`config.mk`:
```
export PLATFORM = sky130hd
export DESIGN_NAME = scroll_down
export DESIGN_NICKNAME = d
export VERILOG_FILES = /design/src/rtl/scroll_down.sv
export SDC_FILE = /design/constraint.sdc
export NUM_CORES = 1
export LEC_CHECK = 0
export BUFFER_PORTS_ARGS = -buffer_cell sky130_fd_sc_hd__buf_2
export CORE_MARGIN = 2
export CORE_UTILIZATION = 33
export CTS_BUF_LIST = sky130_fd_sc_hd__clkbuf_4 sky130_fd_sc_hd__clkbuf_8
export DETAILED_ROUTE_END_ITERATION = 16
export SYNTH_ARGS = -nofsm -noshare
export SYNTH_HDL_FRONTEND = slang
export SYNTH_SLANG_ARGS = --single-unit
```
`constraint.sdc`:
```
create_clock -name i_clk -period 2 [get_ports i_clk]
set_input_delay 0.3 -clock i_clk [delete_from_list [all_inputs] [get_ports i_clk]]
set_output_delay 0.3 -clock i_clk [all_outputs]
set_load 0.02 [all_outputs]
```
`src/rtl/scroll_down.sv`:
```
// rtl/scroll_down.sv - reverse-scroll engine: shifts a VRAM text region down one line
//
// Moves rows FIRST_LINE..LAST_LINE-1 of the region down by one row, discards
// the old bottom row and fills FIRST_LINE with FILL_CHAR. Work proceeds from the
// bottom row upwards, so every source row is read before it is overwritten.
// All state changes happen on the falling edge of i_clk, which gives the VRAM
// (sampling on the rising edge) a stable address/data half-cycle.
//
// Ports:
//   i_clk        clock (state on falling edge)
//   i_rst        asynchronous active-high reset, aborts an in-flight scroll
//   i_start      level start request, sampled only in IDLE
//   o_running    high while this block owns the VRAM port
//   o_done       one-cycle pulse after the last write
//   o_cur_row    cursor hint row (FIRST_LINE when not running)
//   o_cur_col    cursor hint col (FIRST_COL when not running)
//   o_vram_addr  VRAM address {row[4:0], col[5:0]}
//   o_vram_ce    VRAM chip enable
//   o_vram_w     VRAM write enable
//   i_vram_dout  VRAM registered read data
//   o_vram_din   VRAM write data
module scroll_down #(
    parameter logic [4:0] FIRST_LINE = 5'd0,
    parameter logic [4:0] LAST_LINE  = 5'd16,
    parameter logic [5:0] FIRST_COL  = 6'd0,
    parameter logic [5:0] LAST_COL   = 6'd59,
    parameter logic [7:0] FILL_CHAR  = 8'h00
) (
    input  logic        i_clk,
    input  logic        i_rst,
    input  logic        i_start,
    output logic        o_running,
    output logic        o_done,
    output logic [4:0]  o_cur_row,
    output logic [5:0]  o_cur_col,
    output logic [10:0] o_vram_addr,
    output logic        o_vram_ce,
    output logic        o_vram_w,
    input  logic [7:0]  i_vram_dout,
    output logic [7:0]  o_vram_din
);

    typedef enum logic [2:0] {
        S_IDLE,
        S_READ,
        S_WRITE,
        S_CLEAR,
        S_DONE
    } state_t;

    state_t     state, state_nxt;
    logic [4:0] row, row_nxt;
    logic [5:0] col, col_nxt;
    logic [4:0] row_m1;

    // Source row for the current destination row; row is always above
    // FIRST_LINE whenever this is used, so it never wraps.
    assign row_m1 = row - 5'd1;

    always_ff @(negedge i_clk or posedge i_rst) begin
        if (i_rst) begin
            state <= S_IDLE;
            row   <= LAST_LINE;
            col   <= FIRST_COL;
        end else begin
            state <= state_nxt;
            row   <= row_nxt;
            col   <= col_nxt;
        end
    end

    always_comb begin
        state_nxt   = state;
        row_nxt     = row;
        col_nxt     = col;
        o_running   = 1'b0;
        o_done      = 1'b0;
        o_vram_ce   = 1'b0;
        o_vram_w    = 1'b0;
        o_vram_addr = 11'd0;
        o_vram_din  = 8'd0;
        o_cur_row   = FIRST_LINE;
        o_cur_col   = FIRST_COL;

        case (state)
            S_IDLE: begin
                if (i_start) begin
                    col_nxt = FIRST_COL;
                    // A one-line region has nothing to move: go straight to the fill.
                    if (LAST_LINE == FIRST_LINE) begin
                        state_nxt = S_CLEAR;
                        row_nxt   = FIRST_LINE;
                    end else begin
                        state_nxt = S_READ;
                        row_nxt   = LAST_LINE;
                    end
                end
            end

            S_READ: begin
                o_running   = 1'b1;
                o_vram_ce   = 1'b1;
                o_vram_addr = {row_m1, col};
                o_cur_row   = row;
                o_cur_col   = col;
                state_nxt   = S_WRITE;
            end

            S_WRITE: begin
                // Read data from the previous cycle's address is passed straight through.
                o_running   = 1'b1;
                o_vram_ce   = 1'b1;
                o_vram_w    = 1'b1;
                o_vram_addr = {row, col};
                o_vram_din  = i_vram_dout;
                o_cur_row   = row;
                o_cur_col   = col;
                if (col == LAST_COL) begin
                    col_nxt = FIRST_COL;
                    row_nxt = row_m1;
                    if (row_m1 == FIRST_LINE) begin
                        state_nxt = S_CLEAR;
                    end else begin
                        state_nxt = S_READ;
                    end
                end else begin
                    col_nxt   = col + 6'd1;
                    state_nxt = S_READ;
                end
            end

            S_CLEAR: begin
                o_running   = 1'b1;
                o_vram_ce   = 1'b1;
                o_vram_w    = 1'b1;
                o_vram_addr = {FIRST_LINE, col};
                o_vram_din  = FILL_CHAR;
                o_cur_row   = FIRST_LINE;
                o_cur_col   = col;
                if (col == LAST_COL) begin
                    col_nxt   = FIRST_COL;
                    state_nxt = S_DONE;
                end else begin
                    col_nxt = col + 6'd1;
                end
            end

            S_DONE: begin
                o_done    = 1'b1;
                row_nxt   = LAST_LINE;
                state_nxt = S_IDLE;
            end

            default: begin
                state_nxt = S_IDLE;
            end
        endcase
    end

endmodule

```
==> flow_metrics.env, run 1 <==
export IMPL_drtAntennaViolNets=0
export IMPL_cts_max_path_buffers=2
export IMPL_reg2reg_depth=6
export IMPL_coreArea_um2=3310
export IMPL_clk_pin_slew_ns=0.07
export IMPL_reg2reg_from="col[0]"
export IMPL_yosysSeqAreaShare=0.309
export IMPL_fill_cells=262
export IMPL_gp_congestion=0.890
export IMPL_netlist_instances=140
export IMPL_synth_simple_area_share=0.391
export IMPL_powerDensity_nw_per_um2=1080
export IMPL_violations="negative setup slack"
export IMPL_tns_ns=-24.74
export IMPL_setup_viol_count_final=34
export IMPL_synthDistinctLibCells=42
export IMPL_yosysMostFrequentCell="and2_1"
export IMPL_synth_area_per_cell_um2=8.11
export IMPL_antenna_found_initial=0
export IMPL_final_nets=242
export IMPL_synth_edff_count=0
export IMPL_firstDrtPassIters=4
export IMPL_synth_area_um2=1140
export IMPL_power_frac_seq=0.179
export IMPL_cp_required_ns=1.70
export IMPL_grt_pass1_vias=1248
export IMPL_critPathLaunchType="flip-flop"
export IMPL_fin_util=0.684
export IMPL_cts_max_level=1
export IMPL_worst_pin_slew_ns=0.479
export IMPL_synth_top_area_cell="dfrtn_1"
export IMPL_clkSinkCount=14
export IMPL_p_int_mw=1.47
export IMPL_max_cap_violations=0
export IMPL_p_leak_nw=1.08
export IMPL_synth_common_cells="and2_1 (24), dfrtn_1 (13), nor2_1 (12)"
export IMPL_synthFlopType="dfrtn_1"
export IMPL_grt_max_degree=9
export IMPL_syn_nets=154
export IMPL_cts_tree="built"
export IMPL_holdWs_ns=0.565
export IMPL_vias=1316
export IMPL_clk_latency_ns=0.32
export IMPL_async_reset_ff_frac=1.00
export IMPL_p_sw_mw=0.981
export IMPL_die_y_um=62.7
export IMPL_synth_xor_area_frac=0.0231
export IMPL_status="finished, violations left"
export IMPL_drt_wl_total_um=3840
export IMPL_vdd_drop_max_v=0.000763
export IMPL_gr_total_overflow=0
export IMPL_holdPathStages=2
export IMPL_grt_pass1_wl_um=5960
export IMPL_p_comb_frac=0.751
export IMPL_layout_setup_ws_ns=-0.897
export IMPL_path_class="flip-flop to primary output"
export IMPL_hold_buffers=0
export IMPL_yosysWarnings=0
export IMPL_drt_iter0_markers=49
export IMPL_fin_skew_ns=0.0494
export IMPL_initial_utilization=0.343
export IMPL_route_detailed_drc=0
export IMPL_synth_compound_area_frac=0.185
export IMPL_viasPerCell=4.82
export IMPL_grt_total_usage=0.183
export IMPL_clockRootBuffer="clkbuf_4"
export IMPL_hold_path_end="col[0]"
export IMPL_die_area_um2=3930
export IMPL_synthTopCellsByArea="dfrtn_1 (29%), and2_1 (13%), nor2_1 (4.0%)"
export IMPL_die_x_um=62.7
export IMPL_numPortBuffers=44
export IMPL_dp_hpwl_um=2630
export IMPL_arrival_ns=2.60
export IMPL_syn2layout_area_growth_pct=99.4
export IMPL_synth_area_mux_share=0
export IMPL_synth_adder_area_share=0.0330
export IMPL_multiInputGateArea_um2=968
export IMPL_worst_path_max_fanout=3
export IMPL_swShare=0.400
export IMPL_r2r_setup_slack_ns=0.23
export IMPL_regArea_um2=352
export IMPL_antenna_cells=0
export IMPL_clockPowerShare=0.070
export IMPL_endpoint_kind="primary output"
export IMPL_synth_top_family_by_area="simple AND/OR/NAND/NOR gates"
export IMPL_rsz0062_at_grt="true"
export IMPL_synth_top_area_share=0.286
export IMPL_r2r_end="state[1]"
export IMPL_hold_class="flip-flop to flip-flop"
export IMPL_maxSlewViolCount=0
export IMPL_wire_per_inst_um=14.1
export IMPL_ys_ff_latch=14
export IMPL_layout_drive_gt1_share=0.674
export IMPL_hold_viol=0
export IMPL_ioPinCount=45
export IMPL_hp_start="col[0]"
export IMPL_cts_made_buffers=3
export IMPL_slew_headroom=0.680
export IMPL_rows=21
power by group through the flow:
| stage | sequential [mW] | combinational [mW] | clock (mW) |
|---|---|---|---|
| floorplan | 0.468 | 0.935 | 0.00626 |
| global placement | 0.443 | 1.42 | 0.00626 |
| detailed placement | 0.447 | 1.44 | 0.00626 |
| CTS | 0.445 | 1.75 | 0.178 |
| global route | 0.447 | 1.95 | 0.186 |
| finish | 0.440 | 1.84 | 0.172 |
how the worst max path moves through the flow:
stage	slack [ns]	to	cells past startpoint	startpoint
finish	-0.90	o_vram_addr[10]	7	row[0]
global route	-1.0	o_vram_addr[10]	7	row[1]
CTS	-0.93	o_vram_addr[10]	7	row[1]
detailed placement	-0.63	o_vram_addr[10]	7	row[1]
global placement	-0.60	o_vram_addr[10]	7	row[1]
floorplan	-0.61	o_vram_addr[10]	6	row[0]
registers in the layout, indices dropped and copies added (netlist names):
name   cells
state      3
row        5
col        6
layout make-up:
| cell class | count | share of cell area |
|---|---|---|
| Inverter | 7 | 0.0127 |
| Sequential cell | 14 | 0.155 |
| Timing Repair Buffer | 89 | 0.366 |
| Tap cell | 46 | 0.0254 |
| Clock buffer | 3 | 0.00994 |
| Clock inverter | 2 | 0.00331 |
| Multi-Input combinational cell | 112 | 0.427 |
per-stage QoR:
| step | cells | power, mW | worst slack [ns] | instance area (um^2) |
|---|---|---|---|---|
| after floorplan | 140 | 1.41 | -0.612 | 1380 |
| after global routing | 273 | 2.58 | -1.00 | 2270 |
| after CTS | 268 | 2.37 | -0.934 | 2170 |
| after global placement | 259 | 1.87 | -0.598 | 1870 |
| final | 273 | 2.45 | -0.897 | 2270 |
| after detailed placement | 259 | 1.90 | -0.632 | 1870 |
routing by layer:
| metal | global-route usage | routed length, um | up-vias |
|---|---|---|---|
| met5 | 0 | 0 | - |
| met4 | 0.0250 | 14 | 0 |
| met3 | 0.0198 | 91 | 2 |
| met2 | 0.341 | 2090 | 26 |
| met1 | 0.233 | 1640 | 630 |
| li1 | - | - | 658 |
timing repair:
item                                    4_1_cts  5_1_grt
gates cloned                                  1        0
hold endpoints to repair                      0        0
setup buffers                                 5        6
pin swaps                                    20       16
gates resized for setup                      77       14
endpoints found under the setup margin       34       34
cell families (layout without fill, tap and decap cells):
family | after synthesis | count (layout)
buffers and inverters | 15 | 101
AND/OR/NAND/NOR | 74 | 75
XOR/XNOR | 3 | 3
adder cells (fa/ha/maj) | 3 | 3
AO/OA/AOI/OAI | 31 | 31
flip-flops | 14 | 14
cells in the final DEF (no fill, tap or decap), types with 2 or more instances in the layout:
cell type   n
buf_6      43
buf_4      34
and2_4     24
dfrtn_1    13
buf_2      10
o21ai_1     7
nand2_1     6
nor2_4      6
nor2_1      5
nor3_4      5
inv_1       5
nor2_2      5
a21oi_1     4
nand2b_4    4
nand3_1     4
nand2b_1    3
a21oi_2     3
clkbuf_4    3
and4b_1     2
o31ai_2     2
a31oi_1     2
inv_2       2
o21bai_1    2
a2bb2oi_2   2
and3_1      2
ha_1        2
buf_12      2
worst max-delay path, stage by stage (launching register included):
cell and delay [ns]:
dfrtn_1 0.36, inv_2 0.09, ha_4 0.15, nor3b_4 0.24, xnor2_2 0.15, a2bb2oi_2 0.16
nor2_2 0.05, buf_6 0.12
Power figures use the tool's default switching activity.
==> run 2: changes to the inputs <==
- CORE_UTILIZATION: 33 -> 50
- PLACE_DENSITY: default -> 0.82
==> run 2 against run 1 <==
Effect of this change: the flow now stops in clock tree synthesis (4_1_cts); synthesized cell count did not move; synthesized area unchanged.
==> flow_metrics.env, run 2 <==
export IMPL_synth_top_area_share=0.286
export IMPL_die_x_um=51.7
export IMPL_synthFlopType="dfrtn_1"
export IMPL_dp_hpwl_um=2960
export IMPL_placedInstanceArea_um2=1800
export IMPL_synthDistinctLibCells=42
export IMPL_cts_max_level=1
export IMPL_die_y_um=51.7
export IMPL_ys_ff_latch=14
export IMPL_cts_max_path_buffers=2
export IMPL_haltStage="clock tree synthesis (4_1_cts)"
export IMPL_gp_congestion=0.895
export IMPL_post_cts_setup_buffers=7
export IMPL_async_reset_ff_frac=1.00
export IMPL_netlist_instances=140
export IMPL_synthTopCellsByArea="dfrtn_1 (29%), and2_1 (13%), nor2_1 (4.0%)"
export IMPL_hold_buffers=0
export IMPL_clockRootBuffer="clkbuf_4"
export IMPL_yosysWarnings=0
export IMPL_clkSinkCount=14
export IMPL_cts_made_buffers=3
export IMPL_synth_area_per_cell_um2=8.11
export IMPL_post_cts_resized=77
export IMPL_synth_top_area_cell="dfrtn_1"
export IMPL_ioPinCount=45
export IMPL_error="[ERROR DPL-0033] detailed placement checks failed during check placement."
export IMPL_initial_utilization=0.524
export IMPL_pre_cts_ws_ns=-0.678
export IMPL_yosysMostFrequentCell="and2_1"
export IMPL_synth_edff_count=0
export IMPL_syn_nets=154
export IMPL_yosysSeqAreaShare=0.309
export IMPL_rows=17
export IMPL_synth_common_cells="and2_1 (24), dfrtn_1 (13), nor2_1 (12)"
export IMPL_status="stopped before the end"
export IMPL_numPortBuffers=44
export IMPL_synth_area_um2=1140
## run 2: cell counts after synthesis
No cell type changed its count.
## run 2: metrics by stage
step | TNS (ns) | std cells | utilization
after floorplan | -12.08 | 140 | -
after global placement | -16.30 | 236 | 0.829
after detailed placement | -17.57 | 236 | 0.829
## run 2: logic make-up after synthesis
logic type,Yosys count,synth area share
buffers and inverters,15,0.0584
xor gates and xnor gates,3,0.0231
AOI/OAI and AO/OA,31,0.185
adders and majority gates,3,0.0330
DFF,14,0.309
and+or+nand+nor,74,0.391
==> run 3: changes to the inputs <==
- CORE_AREA: default -> 2 2 63 65
- CORE_MARGIN: 2 -> default
- CORE_UTILIZATION: 50 -> default
- CTS_BUF_LIST: sky130_fd_sc_hd__clkbuf_4 sky130_fd_sc_hd__clkbuf_8 -> default
- DIE_AREA: default -> 0 0 65 67
- PLACE_DENSITY: 0.82 -> default
- PLACE_DENSITY_LB_ADDON: default -> 0.15
==> run 3 against run 2 <==
Effect of this change: the flow now finishes, with violations (negative setup slack).
==> flow_metrics.env, run 3 (synthesis gave the netlist of run 1 again) <==
export IMPL_slew_headroom=0.680
export IMPL_vdd_drop_max_v=0.000535
export IMPL_antenna_cells=0
export IMPL_largest_reg_flops=6
export IMPL_critical_path_slowest_cell="dfrtn_1"
export IMPL_cts_max_level=1
export IMPL_gp_congestion=0.775
export IMPL_r2r_end="state[1]"
export IMPL_die_area_um2=4360
export IMPL_cts_made_buffers=3
export IMPL_syn2layout_area_growth_pct=99.0
export IMPL_vias=1287
export IMPL_firstDrtPassIters=4
export IMPL_clk_latency_ns=0.30
export IMPL_hold_viol=0
export IMPL_drt_iter0_markers=32
export IMPL_fill_cells=306
export IMPL_r2r_setup_slack_ns=0.35
export IMPL_arrival_ns=2.57
export IMPL_fin_util=0.627
export IMPL_path_class="flip-flop to primary output"
export IMPL_cts_max_path_buffers=2
export IMPL_tns_ns=-24.05
export IMPL_critPathLaunchType="flip-flop"
export IMPL_gr_total_overflow=0
export IMPL_grt_total_usage=0.172
export IMPL_maxSlewViolCount=0
export IMPL_coreArea_um2=3610
export IMPL_setup_viol_count_final=34
export IMPL_rows=22
export IMPL_cp_required_ns=1.70
export IMPL_die_x_um=65
export IMPL_route_detailed_drc=0
export IMPL_regMostFlops="col"
export IMPL_status="finished, violations left"
export IMPL_path_cells="inv_2, ha_4, nand2b_4, and2_4, a2bb2oi_2, nor2_4, buf_6"
export IMPL_violations="negative setup slack"
export IMPL_worst_pin_slew_ns=0.479
export IMPL_reg_top3="col x6, row x5, state x3"
export IMPL_grt_pass1_vias=1256
export IMPL_die_y_um=67
export IMPL_layout_setup_ws_ns=-0.868
export IMPL_viasPerCell=4.75
export IMPL_antenna_found_initial=0
export IMPL_hp_start="state[2]"
export IMPL_reg2reg_depth=6
export IMPL_p_leak_nw=1.08
export IMPL_numPortBuffers=44
export IMPL_grt_pass1_wl_um=5850
export IMPL_max_cap_violations=0
export IMPL_layout_drive_gt1_share=0.673
export IMPL_critPathLaunch="row[1]"
export IMPL_grt_max_degree=10
export IMPL_wire_per_inst_um=12.8
export IMPL_powerDensity_nw_per_um2=1110
export IMPL_slowest_delay_ns=0.43
export IMPL_initial_utilization=0.315
export IMPL_worst_path_max_fanout=3
export IMPL_hold_class="flip-flop to flip-flop"
export IMPL_worstSetupEndpoint="o_vram_addr[8]"
export IMPL_layout_commonest_cell="buf_6"
export IMPL_rsz0062_at_grt="true"
export IMPL_clkSinkCount=14
export IMPL_drtAntennaViolNets=0
export IMPL_clockRootBuffer="clkbuf_8"
export IMPL_holdWs_ns=0.549
export IMPL_clk_pin_slew_ns=0.04
export IMPL_cts_tree="built"
export IMPL_final_nets=238
export IMPL_dp_hpwl_um=2670
export IMPL_fin_skew_ns=0.0456
export IMPL_reg2reg_from="col[0]"
export IMPL_most_common_layout_cells="buf_6 (42), buf_4 (31), and2_4 (24)"
export IMPL_endpoint_kind="primary output"
export IMPL_ioPinCount=45
export IMPL_drt_wl_total_um=3480
export IMPL_hold_buffers=0
-- run 3: worst min path at each step --
stage | slack [ns] | endpoint | cells past startpoint
floorplan | 0.44 | col[0] | 1
global placement | 0.54 | row[0] | 4
detailed placement | 0.55 | state[0] | 2
CTS | 0.55 | state[0] | 2
global route | 0.58 | state[0] | 2
finish | 0.55 | state[0] | 2
-- run 3: routing by layer --
layer	GRT usage	wire, um	up-vias
met1	0.214	1510	613
met4	0.0293	10	0
met3	0.0203	87	2
met5	0	0	-
met2	0.320	1870	25
li1	-	-	647
-- run 3: cell type report --
type / instances / area, um^2 / area share
Multi-Input combinational cell: 112 / 966 / 0.427
Timing Repair Buffer: 85 / 796 / 0.352
Sequential cell: 14 / 352 / 0.156
Tap cell: 48 / 60.1 / 0.0266
Clock buffer: 4 / 55.1 / 0.0243
Inverter: 7 / 28.8 / 0.0127
Clock inverter: 1 / 3.75 / 0.00166
-- run 3: worst max-delay path: cells and delay by family, from the launching register on --
family	cells	cell delay [ns]
flip-flops	1	0.43
AND/OR/NAND/NOR	3	0.37
buffers and inverters	2	0.17
adder cells (fa/ha/maj)	1	0.16
AO/OA/AOI/OAI	1	0.16
-- run 3: where the power goes --
group,switching [mW],internal (mW),total (mW)
Combinational,0.791,1.00,1.79
Clock,0.101,0.177,0.278
Sequential,0.0673,0.372,0.439
Total,0.960,1.55,2.51
-- run 3: stage by stage --
stage	std cells	setup slack [ns]	total power, mW	cell area (um^2)
3_3_place_gp	259	-0.588	1.87	1860
3_5_place_dp	259	-0.606	1.89	1860
5_1_grt	271	-0.926	2.66	2260
2_1_floorplan	140	-0.612	1.41	1380
6_report	271	-0.868	2.51	2260
4_1_cts	269	-0.860	2.49	2220
-- run 3: repair_timing --
| action | in CTS | in global routing |
|---|---|---|
| setup buffers | 5 | 3 |
| pin swaps | 21 | 6 |
| hold endpoints to repair | 0 | 0 |
| resized for setup | 81 | 8 |
| setup endpoints to repair | 34 | 34 |
| cloned | 1 | 0 |
